--- src/rtl/wb_route_if.sv ---
// Result handshake bundle between execution unit, route controller and the two writeback paths.
interface wb_route_if #(
    parameter int unsigned DW = 32
);
    logic          in_valid;
    logic          in_ready;
    logic [DW-1:0] in_data;
    logic          in_dst;
    logic          sel;
    logic          a_valid;
    logic          a_ready;
    logic          b_valid;
    logic          b_ready;
    logic [DW-1:0] out_data;

    // Controller side.
    modport slave (
        input  in_valid, in_data, in_dst, a_ready, b_ready,
        output in_ready, sel, a_valid, b_valid, out_data
    );

    // Producer / writeback side.
    modport master (
        output in_valid, in_data, in_dst, a_ready, b_ready,
        input  in_ready, sel, a_valid, b_valid, out_data
    );
endinterface

--- src/rtl/wb_route_ctrl.sv ---
// In-order result router: buffers tagged results and steers the head entry to writeback A or B.
module wb_route_ctrl #(
    parameter int unsigned DW    = 32,
    parameter int unsigned DEPTH = 4,
    parameter int unsigned CW    = 16
) (
    input  logic                      clk,
    input  logic                      rst_n,
    input  logic                      flush,
    wb_route_if.slave                 bus,
    output logic [$clog2(DEPTH):0]    occupancy,
    output logic [CW-1:0]             cnt_a,
    output logic [CW-1:0]             cnt_b,
    output logic [CW-1:0]             stall_cnt
);
    localparam int unsigned AW = $clog2(DEPTH);
    localparam int unsigned EW = DW + 1;

    logic [EW-1:0] mem [DEPTH];
    logic [AW:0]   wr_ptr_q, rd_ptr_q;
    logic [AW:0]   wr_ptr_nx_c, rd_ptr_nx_c;
    logic          full_c, empty_c, push_c, pop_a_c, pop_b_c, pop_c, stall_c;
    logic          head_nonempty_nx_c;
    logic [EW-1:0] head_nx_c;

    logic          a_valid_q, b_valid_q, sel_q;
    logic [DW-1:0] out_data_q;
    logic [CW-1:0] cnt_a_q, cnt_b_q, stall_q;

    // Pointer-based full/empty and handshake qualification; flush cancels both sides.
    always_comb begin
        full_c  = (wr_ptr_q[AW] != rd_ptr_q[AW]) && (wr_ptr_q[AW-1:0] == rd_ptr_q[AW-1:0]);
        empty_c = (wr_ptr_q == rd_ptr_q);
        push_c  = bus.in_valid && !full_c && !flush;
        pop_a_c = a_valid_q && bus.a_ready && !flush;
        pop_b_c = b_valid_q && bus.b_ready && !flush;
        pop_c   = pop_a_c || pop_b_c;
        stall_c = !flush && ((a_valid_q && !bus.a_ready) || (b_valid_q && !bus.b_ready));
    end

    // Next pointers and the entry that will sit at the head after this edge.
    always_comb begin
        wr_ptr_nx_c = wr_ptr_q;
        rd_ptr_nx_c = rd_ptr_q;
        if (flush) begin
            wr_ptr_nx_c = '0;
            rd_ptr_nx_c = '0;
        end else begin
            if (push_c) wr_ptr_nx_c = wr_ptr_q + (AW+1)'(1);
            if (pop_c)  rd_ptr_nx_c = rd_ptr_q + (AW+1)'(1);
        end
        head_nonempty_nx_c = (wr_ptr_nx_c != rd_ptr_nx_c);
        // The word being written this edge becomes head when nothing older remains.
        if (push_c && (rd_ptr_nx_c == wr_ptr_q)) head_nx_c = {bus.in_dst, bus.in_data};
        else                                     head_nx_c = mem[rd_ptr_nx_c[AW-1:0]];
    end

    // Storage array; contents are only meaningful between the pointers, so no reset.
    always_ff @(posedge clk) begin
        if (push_c) mem[wr_ptr_q[AW-1:0]] <= {bus.in_dst, bus.in_data};
    end

    // Pointers, registered head decode and statistics.
    always_ff @(posedge clk or negedge rst_n) begin
        if (!rst_n) begin
            wr_ptr_q   <= '0;
            rd_ptr_q   <= '0;
            a_valid_q  <= 1'b0;
            b_valid_q  <= 1'b0;
            sel_q      <= 1'b0;
            out_data_q <= '0;
            cnt_a_q    <= '0;
            cnt_b_q    <= '0;
            stall_q    <= '0;
        end else begin
            wr_ptr_q  <= wr_ptr_nx_c;
            rd_ptr_q  <= rd_ptr_nx_c;
            a_valid_q <= head_nonempty_nx_c && !head_nx_c[DW];
            b_valid_q <= head_nonempty_nx_c &&  head_nx_c[DW];
            if (head_nonempty_nx_c) begin
                sel_q      <= head_nx_c[DW];
                out_data_q <= head_nx_c[DW-1:0];
            end
            if (pop_a_c) cnt_a_q <= cnt_a_q + CW'(1);
            if (pop_b_c) cnt_b_q <= cnt_b_q + CW'(1);
            if (stall_c && !empty_c && (stall_q != {CW{1'b1}})) stall_q <= stall_q + CW'(1);
        end
    end

    assign bus.in_ready = !full_c;
    assign bus.a_valid  = a_valid_q;
    assign bus.b_valid  = b_valid_q;
    assign bus.sel      = sel_q;
    assign bus.out_data = out_data_q;
    assign occupancy    = wr_ptr_q - rd_ptr_q;
    assign cnt_a        = cnt_a_q;
    assign cnt_b        = cnt_b_q;
    assign stall_cnt    = stall_q;
endmodule

--- src/flat_wrapper.sv ---
// flat-port wrapper written by rule: the top's interface ports become plain ports
module wb_route_ctrl_flat 
#(
    parameter int unsigned DW    = 32,
    parameter int unsigned DEPTH = 4,
    parameter int unsigned CW    = 16
)
  (clk, rst_n, flush, occupancy, cnt_a, cnt_b, stall_cnt, bus_in_valid, bus_in_data, bus_in_dst, bus_a_ready, bus_b_ready, bus_in_ready, bus_sel, bus_a_valid, bus_b_valid, bus_out_data);
  wb_route_if #(.DW(DW)) bus_i ();
  input  logic clk;
  input  logic rst_n;
  input  logic flush;
  output logic [$clog2(DEPTH):0] occupancy;
  output logic [CW-1:0] cnt_a;
  output logic [CW-1:0] cnt_b;
  output logic [CW-1:0] stall_cnt;
  input wire logic [$bits(bus_i.in_valid)-1:0] bus_in_valid;
  input wire logic [$bits(bus_i.in_data)-1:0] bus_in_data;
  input wire logic [$bits(bus_i.in_dst)-1:0] bus_in_dst;
  input wire logic [$bits(bus_i.a_ready)-1:0] bus_a_ready;
  input wire logic [$bits(bus_i.b_ready)-1:0] bus_b_ready;
  output wire logic [$bits(bus_i.in_ready)-1:0] bus_in_ready;
  output wire logic [$bits(bus_i.sel)-1:0] bus_sel;
  output wire logic [$bits(bus_i.a_valid)-1:0] bus_a_valid;
  output wire logic [$bits(bus_i.b_valid)-1:0] bus_b_valid;
  output wire logic [$bits(bus_i.out_data)-1:0] bus_out_data;
  assign bus_i.in_valid = bus_in_valid;
  assign bus_i.in_data = bus_in_data;
  assign bus_i.in_dst = bus_in_dst;
  assign bus_i.a_ready = bus_a_ready;
  assign bus_i.b_ready = bus_b_ready;
  assign bus_in_ready = bus_i.in_ready;
  assign bus_sel = bus_i.sel;
  assign bus_a_valid = bus_i.a_valid;
  assign bus_b_valid = bus_i.b_valid;
  assign bus_out_data = bus_i.out_data;
  wb_route_ctrl #(.DW(DW), .DEPTH(DEPTH), .CW(CW)) u_core (.clk(clk), .rst_n(rst_n), .flush(flush), .bus(bus_i), .occupancy(occupancy), .cnt_a(cnt_a), .cnt_b(cnt_b), .stall_cnt(stall_cnt));
endmodule
--- config.mk ---
export PLATFORM = sky130hd
export DESIGN_NAME = wb_route_ctrl_flat
export DESIGN_NICKNAME = d
export VERILOG_FILES = /design/src/rtl/wb_route_if.sv /design/src/rtl/wb_route_ctrl.sv /design/src/flat_wrapper.sv
export SDC_FILE = /design/constraint.sdc
export NUM_CORES = 1
export LEC_CHECK = 0
export CORE_ASPECT_RATIO = 1.25
export CORE_MARGIN = 3
export CORE_UTILIZATION = 60
export DETAILED_ROUTE_END_ITERATION = 12
export GPL_ROUTABILITY_DRIVEN = 0
export GPL_TIMING_DRIVEN = 0
export PLACE_DENSITY = 0.84
export SLEW_MARGIN = 25
export SYNTH_ARGS = -nofsm -noshare
export SYNTH_HDL_FRONTEND = slang
export SYNTH_SLANG_ARGS = --single-unit
--- constraint.sdc ---
create_clock -name clk -period 4.1 [get_ports clk]
set_input_delay 0.82 -clock clk [delete_from_list [all_inputs] [get_ports clk]]
set_output_delay 0.82 -clock clk [all_outputs]
set_load 0.005 [all_outputs]
; Yosys cells after proc, flatten, opt, wreduce, memory -nomap -nowiden
; Memory sizes are Yosys's and may differ from the RTL's.
; Cells that the tools add are included.
[op_classes]
add_sub_neg = 6
mul = 0
div = 0
magnitude_cmp = 0
n_eq_ne = 6
n_shift = 0
n_mux = 7
n_bitwise = 0
n_reduce_logical = 23
[op_table]
columns = operator, n
row1 = adder 16 x 1 -> 16 bit (second input constant), 3
row2 = 2-to-1 mux 33 bit, 1
row3 = != test 16 bit (second input constant), 1
row4 = logical AND 1 bit, 15
row5 = 2-to-1 mux 3 bit, 4
row6 = adder 3 x 1 -> 3 bit (second input constant), 2
row7 = == test 3 bit, 2
row8 = logical NOT 1 bit, 6
row9 = != test 3 bit, 1
row10 = subtractor 3 bit, 1
row11 = == test 2 bit, 1
row12 = logical OR 1 bit, 2
row13 = 2-to-1 mux 1 bit, 2
row14 = != test 1 bit, 1
[word_totals]
regBits = 89
latch_bits = 0
ramBits = 132
romBits = 0
out_inout_bits = 87
word_cells = 52
memories = 1
[mem_list]
columns = memory, words, word_bits, read_ports, rd_clocked_by_memory_dff, write_ports, line
row1 = u_core.mem, 4, 33, 1, 0, 1, wb_route_ctrl.sv:19  ; logic [EW-1:0] mem [DEPTH];

; Longest topological paths before layout
; Gate-level depths: netlist (run 1).
[logic_depth]
ltp_word = 10
depth_mapped = 10

; Least setup slack after synthesis (run 1)
; No wires, ideal clock.
[synth_timing]
kind = input -> register
startpoint = input port bus_a_ready
endpoint = register u_core.out_data_q[3] (netlist: u_core.bus.out_data[3])
setup_ns = 0.127
t_arrival_ns = 2.464
required_ns = 3.973
setup_slack_ns = 1.509
cell_stages = 9
path_buffers = 3
path_cell_list = a22o_1 -> buf_6 -> and3_4 -> or3_1 -> buf_6 -> a211o_1 -> buf_6 -> a31oi_1 -> mux2i_1
[synth_between]
elab_chain_cells = 8
elab_cells_between_ends = 10
cone_classes = eq/ne: 2 / mux: 3 / reduce/logical: 4 / memory: 1
[synth_lines]
columns = item, line
row1 = from (decl), flat_wrapper.sv:20  ; input wire logic [$bits(bus_i.a_ready)-1:0] bus_a_ready;
row2 = logical AND 1 bit * (2 in a row), wb_route_ctrl.sv:35  ; pop_a_c = a_valid_q && bus.a_ready && !flush;
row3 = logical OR 1 bit *, wb_route_ctrl.sv:37  ; pop_c = pop_a_c || pop_b_c;
row4 = 2-to-1 mux 3 bit *, wb_route_ctrl.sv:50  ; if (pop_c) rd_ptr_nx_c = rd_ptr_q + (AW+1)'(1);
row5 = 2-to-1 mux 3 bit *, wb_route_ctrl.sv:45  ; if (flush) begin
row6 = branches (longest 3 deep; another with memory read (4 x 33 bit)), --
row7 = to (signal assigned), wb_route_ctrl.sv:82  ; out_data_q <= head_nx_c[DW-1:0];
row8 = to (decl), wb_route_ctrl.sv:27  ; logic [DW-1:0] out_data_q;
; Every way passes the cells marked *.
; A chain may end at the register's enable or synchronous reset.

; Final worst setup path (run 1)
[layout_timing]
startpoint = input port bus_a_ready
endpoint = register u_core.out_data_q[10] (netlist: u_core.bus.out_data[10])
; The elaborated chain is that of the path after synthesis.

==> metrics.txt, run 1 <==
gr ovfl total 0; pwr dens 620.7 mW/mm^2; Fill cells 1031; drt pass-1 iters 6; DR vias/cell 6.082; crit path to u_core.bus.out_data[10]$_DFFE_PN0P_; total CTS buffers 22; multi-input logic area 0.003263 sq mm; minimum clock period 3.241 ns; final WL 24150 microns; Worst Hold Slack 0.2457 ns; initial antenna violation count 0; dpl hpwl 15820 microns; dpl cell area 0.01170 sq mm; busiest grt layer met2; syn_area_per_cell 11.88 sq um; crit share post-route 0.7905; global-route met3 utilization 0.04585; DR vias 7481; share of async-settable or async-resettable flops after synthesis 0.4027; Setup crit end kind flip-flop; Yosys Warn Count 0; Routed WL per cell 19.63 microns; post-synthesis cell type count 52; IO Count 126; Final setup viols 0; highest clock rate 0.3085 GHz; Setup TNS Final 0 ns; R2R depth 9; die height 150.6 microns; fin area 0.01248 sq mm; Worst Clk Skew 0.009507 ns; Residual DRC 0; met2 Resource Use GR 0.4515; CP Class primary input to flip-flop; first-pass GRT wire length 37880 microns; RSZ-0062 raised after global routing no; worst reg-to-reg setup slack 1.20 ns; post-CTS setup buffer count 0; worst slew pin tran 0.7975 ns; CP Launch Type primary input; CTS sink count 221; Pins Over Slew Limit 0; I/O Buffers 124; share of cells above drive strength 1 0.07890; FF/Latch Area 0.006191 sq mm; Resized Gates After CTS 0; clk buf depth 3; largest net degree at the start of global routing 49; total track usage 0.2613; Hold WC Path Type primary input to asynchronous set/reset pin; Rows 52; met1 Use GR 0.3390; Starting Density 0.6148; Worst-path clk slew 0.06 ns; WP data arrival 3.62 ns; maxcap violations 0; Synth Net Count 895; # diodes 0; vias in the first global route 7427; Yosys reg bits 221; cells after synthesis 845; area added between synthesis and finish 24.25%; Core Area 0.01633 sq mm; DIE WIDTH 121.7 microns; Data required, critical path 4.48 ns; Post-synth top flop edfxtp_1; critical path peak fanout 10; full die area 0.01833 sq mm; Clk Tree Root Cell clkbuf_16; Worst IR Drop VDD 0.4510 mV; Post-Place Cells 1190; number of flops mapped to enable cells by yosys 132; Worst R2R End u_core.bus.out_data[10]$_DFFE_PN0P_; post-synthesis cell area 0.01004 sq mm; CTS tree done; Net count, final 1048; outcome finished, final reports clean; Post-CTS Hold Fix Bufs 0; H-tree depth 1; R2R Path Start u_core.wr_ptr_q[0]$_DFF_PN0_; Final Hold Viols 0; worst relative slew slack 0.4683; Finished Layout Cells 1230; leakage power 4.822 nW; Clock Latency Late Sink 0.51 ns; 1st-iter DRT viols 835; ANT nets after route 0; Seq/Total Area, Yosys 0.6166; Setup crit start bus_a_ready
-- worst max-delay path, cell delays in order --
cell and delay (ns):
clkdlybuf4s50_1 0.45, a22o_1 0.28, buf_6 0.15, and3_4 0.17
o21ai_1 0.50, clkbuf_1 0.64, a2111oi_2 0.19, a31oi_1 0.29
mux2i_1 0.12
-- synth_stat cells (5+ instances only) --
master	n	share of area
a2111oi_1	20	0.020
a2111oi_2	10	0.015
a31oi_1	35	0.022
and2_1	9	0.0056
and3_1	5	0.0031
buf_2	5	0.0025
buf_6	10	0.011
clkbuf_1	39	0.015
dfrtp_1	89	0.22
edfxtp_1	132	0.39
ha_1	10	0.012
inv_1	75	0.028
mux2i_1	35	0.035
nand2_1	28	0.010
nand2b_1	5	0.0031
nand3_1	147	0.073
nor2_1	21	0.0079
o21ai_0	67	0.033
xnor2_1	34	0.030
xor2_1	18	0.016
-- worst min-delay path by stage --
stage          cells past startpoint                         start                                   to
2_1_floorplan                      1  u_core.cnt_a[15]$_DFFE_PN0N_         u_core.cnt_a[15]$_DFFE_PN0N_
5_1_grt                            1                         rst_n  u_core.bus.out_data[27]$_DFFE_PN0P_
3_3_place_gp                       1  u_core.cnt_a[15]$_DFFE_PN0N_         u_core.cnt_a[15]$_DFFE_PN0N_
6_report                           1                         rst_n      u_core.stall_cnt[8]$_DFFE_PN0P_
4_1_cts                            1                         rst_n      u_core.stall_cnt[9]$_DFFE_PN0P_
3_5_place_dp                       1  u_core.cnt_b[15]$_DFFE_PN0P_         u_core.cnt_b[15]$_DFFE_PN0P_
-- report_power, final --
part	switching [mW]	internal, mW
Clock	0.830	1.30
Combinational	1.52	1.18
Sequential	0.207	2.70
Total	2.56	5.18
-- layout by cell type, fill, tap and decap left out, types with 10 or more instances in the layout --
cell	instances
buf_6	11
o21ai_0	67
xnor2_1	34
nor2_1	21
clkbuf_1	45
xor2_1	18
nand2_1	28
dfrtp_1	89
a2111oi_2	10
nand3_1	147
a2111oi_1	20
mux2i_1	35
clkdlybuf4s50_1	123
edfxtp_1	132
clkbuf_16	24
a31oi_1	35
inv_1	75
ha_1	10
-- metrics by stage --
stage	util	setup WS [ns]	total power, mW
after floorplan	-	1.509	4.458
after global placement	0.7074	-1.165	5.487
after detailed placement	0.7162	0.4541	5.596
after CTS	0.7639	0.9216	7.745
after global routing	0.7639	0.8008	8.095
final	0.7639	0.8590	7.744
-- routing by layer --
layer  vias to the layer above  part of all wire
met5                         -                 0
met4                         0             0.027
met3                        72              0.10
met2                       432              0.49
met1                      3601              0.38
li1                       3376                 -
-- kinds of logic (layout without fill, tap and decap cells) --
family / Yosys count / in the layout / synth area share
and+or+nand+nor: 238 / 238 / 0.1202
buffers and inverters: 135 / 304 / 0.05894
adders and majority gates: 11 / 11 / 0.01445
muxes: 38 / 38 / 0.03826
AOI/OAI and AO/OA: 148 / 148 / 0.1029
xor gates and xnor gates: 54 / 54 / 0.04860
DFF: 221 / 221 / 0.6166
-- registers in the layout, indices dropped and copies added (netlist names) --
register / count
u_core.mem: 132
u_core.bus.out_data: 32
u_core.cnt_a: 16
u_core.cnt_b: 16
u_core.stall_cnt: 16
u_core.rd_ptr_q: 3
u_core.wr_ptr_q: 3
u_core.bus.a_valid: 1
u_core.bus.b_valid: 1
u_core.bus.sel: 1
-- layout make-up --
type | count | area share
Sequential cell | 221 | 0.4962
Tap cell | 216 | 0.02166
Buffer | 59 | 0.02457
Timing Repair Buffer | 129 | 0.1106
Inverter | 76 | 0.02287
Clock inverter | 8 | 0.01033
Multi-Input combinational cell | 489 | 0.2616
Clock buffer | 32 | 0.05215
No activity file was read; power rests on OpenSTA's default activity.
==> inputs of run 2 (changes only) <==
Settings changed: CORE_UTILIZATION 60 to 50, PLACE_DENSITY 0.84 to 0.75.
Clock period 4.1 ns to 2.6 ns, I/O delays scaled along.
==> metrics.txt, run 2 (synthesized netlist as in run 1, its figures left out) <==
outcome finished, final reports clean; Residual DRC 0 (unchanged); Final setup viols 0 (unchanged); R2R depth 10 (+1); # diodes 0 (unchanged); full die area 0.02183 sq mm (+19%); Worst-path clk slew 0.06 ns (about the same); minimum clock period 2.502 ns; CTS sink count 221 (unchanged); Rows 57 (+9.6%); CP Launch Type primary input; crit share post-route 0.9623; Core Area 0.01961 sq mm (+20%); Worst R2R End u_core.bus.out_data[11]$_DFFE_PN0P_; critical path peak fanout 10 (unchanged); worst reg-to-reg setup slack 0.12 ns (-1.08 ns); crit path to u_core.bus.out_data[14]$_DFFE_PN0P_; gr ovfl total 0 (unchanged); maxcap violations 0 (unchanged); vias in the first global route 7423 (-0.054%); Fill cells 1489 (+44%); Pins Over Slew Limit 0 (unchanged); Routed WL per cell 19.06 microns (-2.9%); H-tree depth 1 (unchanged); DR vias/cell 5.703 (-6.2%); I/O Buffers 124 (unchanged); largest net degree at the start of global routing 64 (+31%); final setup margin 0.09809 ns (-0.7609 ns); CP Class primary input to flip-flop; Finished Layout Cells 1288 (+4.7%); Post-Place Cells 1239 (+4.1%); Net count, final 1057 (+0.86%); Hold WC Path Type primary input to asynchronous set/reset pin; first-pass GRT wire length 39220 microns (+3.5%); commonest cells after routing, fill and taps aside nand3_1 (146), edfxtp_1 (132), clkdlybuf4s50_1 (120); total track usage 0.2235 (-0.03779); RSZ-0062 raised after global routing yes; commonest non-fill, non-tap cell in the layout nand3_1; Starting Density 0.5120 (-0.1029); die height 164.4 microns (+9.2%); Setup crit end kind flip-flop; Clk Tree Root Cell clkbuf_16; share of cells above drive strength 1 0.1212 (+0.04232); clk buf depth 3 (unchanged); area added between synthesis and finish 26.31%; Worst IR Drop VDD 0.6123 mV (+36%); final WL 24560 microns (+1.7%); ANT nets after route 0 (unchanged); worst slew pin tran 0.5967 ns (-0.2008 ns); multi-input logic area 0.003334 sq mm (+2.2%); WP data arrival 2.87 ns (-0.75 ns); total CTS buffers 23 (+4.5%); 1st-iter DRT viols 582 (-30%); Clock Latency Late Sink 0.52 ns (about the same); Worst Clk Skew 0.02189 ns (+0.01238 ns); drt pass-1 iters 5 (-1); leakage power 4.928 nW (+2.2%); DIE WIDTH 132.8 microns (+9.1%); Place WS -0.6347 ns (-1.089 ns); highest clock rate 0.3997 GHz; Data required, critical path 2.97 ns (-1.51 ns); dpl hpwl 16630 microns (+5.1%); worst relative slew slack 0.5971 (+0.1288); initial antenna violation count 0 (unchanged); IO Count 126 (unchanged); CTS tree done; pwr dens 969.6 mW/mm^2 (+56%); Final Hold Viols 0 (unchanged); DR vias 7345 (-1.8%); R2R Path Start u_core.rd_ptr_q[1]$_DFF_PN0_; Setup crit start bus_a_ready; max FFs per register 132 (unchanged); FF/Latch Area 0.006195 sq mm (about the same)
==> run 2: through the flow <==
stage / setup TNS (ns) / area, sq um / power, mW / hold WS (ns) / util
2_1_floorplan: 0 / 10040 / 7.030 / 0.2244 / -
3_3_place_gp: -311.47 / 11610 / 8.754 / 0.4598 / 0.5922
3_5_place_dp: -18.61 / 11740 / 8.872 / 0.4170 / 0.5987
4_1_cts: 0 / 12600 / 12.25 / 0.4537 / 0.6426
5_1_grt: -0.03671 / 12680 / 12.98 / 0.4647 / 0.6466
6_report: 0 / 12680 / 12.30 / 0.4439 / 0.6466
==> run 2: per-layer routing <==
layer  up-vias  GRT usage  share of wire
met4         0    0.06711          0.019
met5         -          0              0
met2       325     0.3918           0.50
li1       3380          -              -
met1      3603     0.2888           0.40
met3        37    0.03565          0.077
==> run 2: worst min-delay path by stage <==
| stage | from | end | slack (ns) | cells after the start |
|---|---|---|---|---|
| finish | rst_n | u_core.stall_cnt[11]$_DFFE_PN0P_ | 0.44 | 2 |
| global route | rst_n | u_core.stall_cnt[11]$_DFFE_PN0P_ | 0.46 | 2 |
| CTS | rst_n | u_core.stall_cnt[11]$_DFFE_PN0P_ | 0.45 | 2 |
| detailed placement | rst_n | u_core.stall_cnt[11]$_DFFE_PN0P_ | 0.42 | 1 |
| global placement | u_core.cnt_a[15]$_DFFE_PN0N_ | u_core.cnt_a[15]$_DFFE_PN0N_ | 0.46 | 1 |
| floorplan | rst_n | u_core.bus.a_valid$_DFF_PN0_ | 0.22 | 0 |
==> run 2: power breakdown <==
group          internal [mW]  total, mW  switching (mW)
clock                   2.02       3.31            1.30
sequential              4.27       4.58           0.312
combinational           1.97       4.41            2.43
==> run 2: worst max-delay path: stages <==
cell             delay [ns]
clkdlybuf4s50_1        0.43
a22o_1                 0.26
buf_6                  0.14
and3_4                 0.17
or3_1                  0.33
buf_6                  0.16
a211o_2                0.38
buf_6                  0.18
a31oi_1                0.20
mux2i_1                0.11
==> run 2: final cells by class <==
class                           instances  share of cell area
Buffer                                 59             0.02683
Clock buffer                           35             0.05426
Clock inverter                          6            0.006314
Inverter                               76             0.02249
Multi-Input combinational cell        489              0.2629
Sequential cell                       221              0.4885
Tap cell                              265             0.02614
Timing Repair Buffer                  137              0.1126
==> run 2: what timing repair did <==
item | 4_1_cts | 5_1_grt
hold buffers | 1 | 0
setup endpoints to repair | 43 | 34
endpoints found under the hold margin | 26 | 0
gates resized for setup | 17 | 39
setup buffers | 7 | 0
